**src/rtl/padding_row_ctrl.sv**
```systemverilog
// -----------------------------------------------------------------------------
// padding_row_ctrl
//
// Sequencing controller for the zero-padding stage in front of the first 3x3
// convolution layer. It fetches image rows beat by beat and writes them into
// three rotating line buffers. It inserts an all-zero top row and an all-zero
// bottom row without consuming input. Each time a 3-row window is complete, it
// hands the window to the convolution engine through a valid/ack handshake.
//
// Padded row p (0..IMG_H+1) lives in buffer p mod 3. Rows p=0 and p=IMG_H+1
// are the zero rows. Output row r uses padded rows r..r+2, so its top row is
// in buffer r mod 3.
//
// Ports:
//   clk, reset     clock; asynchronous active-high reset
//   start          one-cycle pulse, begins a frame when idle
//   in_valid       upstream beat available
//   in_ready       controller accepts a beat this cycle (LOAD only)
//   wr_en          line-buffer write strobe
//   wr_zero        write zeros instead of input data
//   wr_buf         physical buffer 0..2 being written
//   wr_col         beat index 0..BEATS-1 within the row
//   win_valid      3-row window ready (registered)
//   win_top        buffer holding the window's top row
//   win_row        output row index 0..IMG_H-1
//   win_ack        consumer finished with the window
//   busy           frame in progress
//   done           one-cycle pulse after the last window is acked
//   stall_cnt      cycles spent in LOAD with in_valid low
//
// Build option: define PADDING_ROW_CTRL_STATS_EN to include the saturating
// stall counter. Without it, stall_cnt is tied to zero.
// -----------------------------------------------------------------------------
module padding_row_ctrl #(
    parameter int IMG_H = 416,
    parameter int BEATS = 52,
    parameter int COL_W = 6,
    parameter int ROW_W = 9
) (
    input  logic             clk,
    input  logic             reset,
    input  logic             start,
    input  logic             in_valid,
    output logic             in_ready,
    output logic             wr_en,
    output logic             wr_zero,
    output logic [1:0]       wr_buf,
    output logic [COL_W-1:0] wr_col,
    output logic             win_valid,
    output logic [1:0]       win_top,
    output logic [ROW_W-1:0] win_row,
    input  logic             win_ack,
    output logic             busy,
    output logic             done,
    output logic [15:0]      stall_cnt
);

    localparam logic [2:0] S_IDLE = 3'd0;
    localparam logic [2:0] S_ZERO = 3'd1;
    localparam logic [2:0] S_LOAD = 3'd2;
    localparam logic [2:0] S_WAIT = 3'd3;
    localparam logic [2:0] S_DONE = 3'd4;

    localparam logic [COL_W-1:0] LAST_COL = COL_W'(BEATS - 1);
    localparam logic [ROW_W-1:0] LAST_ROW = ROW_W'(IMG_H - 1);
    localparam logic [ROW_W-1:0] BOT_PAD  = ROW_W'(IMG_H + 1);

    logic [2:0]       state;
    logic [ROW_W-1:0] pad_row;   // padded row currently being written
    logic [ROW_W-1:0] out_row;   // output row offered / next to offer
    logic [COL_W-1:0] col;
    logic [1:0]       pad_buf;   // pad_row mod 3, tracked incrementally
    logic [1:0]       top_buf;   // out_row mod 3, tracked incrementally

    function automatic logic [1:0] inc3(input logic [1:0] v);
        return (v == 2'd2) ? 2'd0 : v + 2'd1;
    endfunction

    // All outputs decode from registered state, so win_valid is a flop
    // output. wr_en in LOAD follows in_valid combinationally, and that is what
    // lets the controller accept a beat every cycle.
    assign in_ready  = (state == S_LOAD);
    assign wr_zero   = (state == S_ZERO);
    assign wr_en     = wr_zero || (in_ready && in_valid);
    assign wr_buf    = pad_buf;
    assign wr_col    = col;
    assign win_valid = (state == S_WAIT);
    assign win_top   = top_buf;
    assign win_row   = out_row;
    assign busy      = (state == S_ZERO) || (state == S_LOAD) || (state == S_WAIT);
    assign done      = (state == S_DONE);

    // NOTE: sequential state uses non-blocking assignments only. Every flop
    //       here, including the row/column bookkeeping, is cleared by the
    //       asynchronous reset, so an aborted frame leaves nothing behind.
    always_ff @(posedge clk or posedge reset) begin
        if (reset) begin
            state   <= S_IDLE;
            pad_row <= '0;
            out_row <= '0;
            col     <= '0;
            pad_buf <= '0;
            top_buf <= '0;
        end else begin
            case (state)
                S_IDLE: begin
                    if (start) begin
                        state   <= S_ZERO;
                        pad_row <= '0;
                        out_row <= '0;
                        col     <= '0;
                        pad_buf <= '0;
                        top_buf <= '0;
                    end
                end
                S_ZERO, S_LOAD: begin
                    if (wr_en) begin
                        if (col == LAST_COL) begin
                            col     <= '0;
                            pad_row <= pad_row + ROW_W'(1);
                            pad_buf <= inc3(pad_buf);
                            // Rows 0..2 are needed before the first window exists.
                            state   <= (pad_row < ROW_W'(2)) ? S_LOAD : S_WAIT;
                        end else begin
                            col <= col + COL_W'(1);
                        end
                    end
                end
                S_WAIT: begin
                    if (win_ack) begin
                        out_row <= out_row + ROW_W'(1);
                        top_buf <= inc3(top_buf);
                        // The next padded row to write is out_row+3. It reuses the
                        // buffer that was just released.
                        if (out_row == LAST_ROW)
                            state <= S_DONE;
                        else if (out_row + ROW_W'(3) == BOT_PAD)
                            state <= S_ZERO;
                        else
                            state <= S_LOAD;
                    end
                end
                S_DONE:  state <= S_IDLE;
                default: state <= S_IDLE;
            endcase
        end
    end

`ifdef PADDING_ROW_CTRL_STATS_EN
    logic [15:0] stall_q;

    always_ff @(posedge clk or posedge reset) begin
        if (reset)
            stall_q <= '0;
        else if (state == S_IDLE && start)
            stall_q <= '0;
        else if (state == S_LOAD && !in_valid && stall_q != 16'hFFFF)
            stall_q <= stall_q + 16'd1;
    end

    assign stall_cnt = stall_q;
`else
    assign stall_cnt = '0;
`endif

endmodule

```
**config.mk**
```make
export PLATFORM = sky130hd
export DESIGN_NAME = padding_row_ctrl
export DESIGN_NICKNAME = d
export VERILOG_FILES = /design/src/rtl/padding_row_ctrl.sv
export SDC_FILE = /design/constraint.sdc
export NUM_CORES = 1
export LEC_CHECK = 0
export CAP_MARGIN = 10
export CELL_PAD_IN_SITES_DETAIL_PLACEMENT = 0
export CELL_PAD_IN_SITES_GLOBAL_PLACEMENT = 1
export CORE_MARGIN = 4
export CORE_UTILIZATION = 40
export CTS_CLUSTER_SIZE = 16
export DETAILED_ROUTE_END_ITERATION = 10
export GPL_TIMING_DRIVEN = 0
export PLACE_DENSITY_LB_ADDON = 0.3
export SLEW_MARGIN = 20
export SYNTH_ARGS = -nofsm -noshare
export SYNTH_HDL_FRONTEND = slang
export SYNTH_SLANG_ARGS = --single-unit
```
**constraint.sdc**
```tcl
create_clock -name clk -period 3.1 [get_ports clk]
set_input_delay 0.31 -clock clk [delete_from_list [all_inputs] [get_ports clk]]
set_output_delay 0.31 -clock clk [all_outputs]
set_load 0.05 [all_outputs]
```
==> impl_metrics.yaml <==
final_layout:
  fin_nets: 274
  area_growth_pct: 27.9
  seqCellArea_um2: 776
  final_cells: 332
  layout_common_cells: "31 x dfrtp_1, 29 x clkdlybuf4s50_1, 21 x nor2_1"
  insertedDiodeCount: 0
  multi_input_comb_area_um2: 1060
  mostFrequentLayoutCell: "dfrtp_1"
  fillers: 469
  layout-drive-gt1-share_pct: 14.7
synthesis:
  synthCells: 213
  synth_cell_types: 50
  synth_top_area_cell: "dfrtp_1"
  synth_area_um2: 1960
  synth_top_area_share_pct: 39.5
  ys.flop_type: "dfrtp_1"
  ys_warn_count: 0
  synthTopCellsByArea: "dfrtp_1 39%, xor2_1 6.2%, buf_4 6.1%"
  ys_seq_elements: 31
  async_flop_share_pct: 100
  syn_area_per_cell_um2: 9.22
  synth-edff-count: 0
  ys_seq_area_share_pct: 39.5
setup_path:
  reg2reg_setup_slack_ps: 1000
  cp-end-kind: "output pin"
  cp-startpoint: "state[1]$_DFFE_PP0P_"
  cp_data_arrival_time_ps: 2360
  cp-endpoint: "wr_en"
  worstSetupPathType: "flop to output pin"
  worstPathMaxFanout: 10
  reg2reg_to: "win_row[6]$_DFFE_PP0P_"
  worstPathRequired_ps: 2790
  start_kind: "flop"
  worstReg2RegStart: "state[1]$_DFFE_PP0P_"
  r2r_cells: 5
drt:
  wl_um: 4280
  drcViolationCount: 0
  vias_per_cell: 4.97
  ant_nets: 0
  drt_first_pass_iters: 4
  drtIter0Drc: 52
  via_count: 1649
  wire_per_inst_um: 12.9
floorplan:
  start_util_pct: 41.3
  die-area_um2: 6100
  coreArea_um2: 4750
  pin_count: 46
  die_width_um: 78.1
  dieHeight_um: 78.1
  rows: 25
placement:
  place.gp.congestion: 0.763
  dpl.hpwl_um: 3210
  place_inst: 324
  io_buffers: 29
  place_ws_ps: 660
job:
  maxCapViolations: 0
power:
  p_total_mw: 1.23
  irDropWorstVdd_uv: 245
  p_leak_nw: 1.17
  p_per_area_nw_per_um2: 489
timing:
  worst_slew_pin_slew_ps: 648
  max_freq_mhz: 374
  hold_viol: 0
  maxSlewViolCount: 0
  max_slew_margin_pct: 56.7
  setup_tns_ps: 0
  finalSetupViolCount: 0
  finalWorstPathRequiredPeriod_ps: 2670
  whs_ps: 434
  timing.final.ws_setup_ps: 426
  skew_ps: 7.96
  post-route-period-util_pct: 86.3
  grt_setup_unrepaired: "no"
global_route:
  grt_max_degree: 32
  overflow: 0
  antenna_found_initial: 0
  grt_pass1_wl_um: 7460
  grt_pass1_vias: 1600
  grtUsageTotal_pct: 15.3
clock_network:
  cts_resized: 0
  htree_levels: 2
  cts_setup_buffers: 0
  cts.sinks: 31
  cts_hold_buf: 0
  path_clk_slew_ps: 60
  clock_latency_ps: 290
  cts_made_buffers: 5
  cts_tree: "done"
  clockRootBuffer: "clkbuf_8"
  clock_path_buffers: 2
worst_hold_path:
  hp-class: "input port to asynchronous set/reset pin"
run_status:
  status: "completed"
final cells by class:
| type | count | share of cell area, % |
|---|---|---|
| buffer | 22 | 6.08 |
| inverter | 8 | 1.20 |
| clock inverter | 2 | 1.39 |
| timing repair buffer | 29 | 11.6 |
| tap | 67 | 3.34 |
| multi-input combinational | 167 | 42.3 |
| clock buffer | 6 | 3.29 |
| sequential | 31 | 30.9 |
state kept, by name (all words and copies together) (netlist names):
signal,cells
pad_row,9
win_row,9
wr_col,6
state,3
win_top,2
wr_buf,2
cells by family (layout without fill, tap and decap cells):
kind of cell / Yosys count / after routing / synth area share, %
other cells: 1 / 16 / 0.191
flops: 31 / 31 / 39.5
mux: 6 / 6 / 3.18
simple gates: 85 / 85 / 23.6
compound gates: 38 / 38 / 13.5
fa+ha+maj: 5 / 5 / 3.18
xor+xnor: 17 / 17 / 7.58
buf+inv: 30 / 67 / 9.30
Yosys cell counts, types with 2 or more instances:
cell type,instances
dfrtp_1,31
nor2_1,21
buf_4,16
nand2_1,14
xor2_1,14
nand4_1,11
a21oi_1,9
o21ai_0,9
nand3_1,8
inv_1,7
or3_1,7
and3_1,5
ha_1,5
mux2i_1,4
clkbuf_1,3
nor3_1,3
nor4_1,3
o211ai_1,3
xnor2_1,3
a22o_1,2
a22oi_1,2
and2_1,2
buf_2,2
mux2_2,2
or2_2,2
through the flow:
step           area [um^2]  utilization [%]
2_1_floorplan         2020                -
3_3_place_gp          2390             50.4
3_5_place_dp          2390             50.4
4_1_cts               2510             52.8
5_1_grt               2510             52.8
6_report              2510             52.8
worst max-delay path, cell delays in order (launching register included):
cell and delay (ps):
dfrtp_1 360, buf_6 140, clkbuf_1 370, nand2_1 130
o32ai_1 240, clkdlybuf4s50_1 850
where the power goes:
| group | switching [mW] | internal (mW) | total (mW) |
|---|---|---|---|
| registers | 0.0540 | 0.438 | 0.492 |
| clock network | 0.154 | 0.260 | 0.414 |
| logic | 0.215 | 0.107 | 0.322 |
| total | 0.423 | 0.805 | 1.23 |
how the worst min path moves through the flow:
stage / startpoint / end / slack [ps]
after floorplan: reset / pad_row[0]$_DFFE_PP0P_ / 410
after detailed placement: win_top[1]$_DFFE_PP0P_ / win_top[1]$_DFFE_PP0P_ / 520
final: reset / pad_row[8]$_DFFE_PP0P_ / 430
after CTS: reset / win_row[5]$_DFFE_PP0P_ / 460
after global placement: wr_buf[0]$_DFFE_PP0P_ / wr_buf[1]$_DFFE_PP0P_ / 510
after global routing: reset / win_row[3]$_DFFE_PP0P_ / 500
layer usage:
| layer | global-route usage, % | wire [um] | vias up |
|---|---|---|---|
| li1 | - | - | 837 |
| met2 | 25.4 | 2020 | 27 |
| met1 | 19.1 | 2010 | 777 |
| met5 | 0 | 0 | - |
| met3 | 3.67 | 181 | 8 |
| met4 | 6.29 | 72 | 0 |
Power figures use the tool's default switching activity.
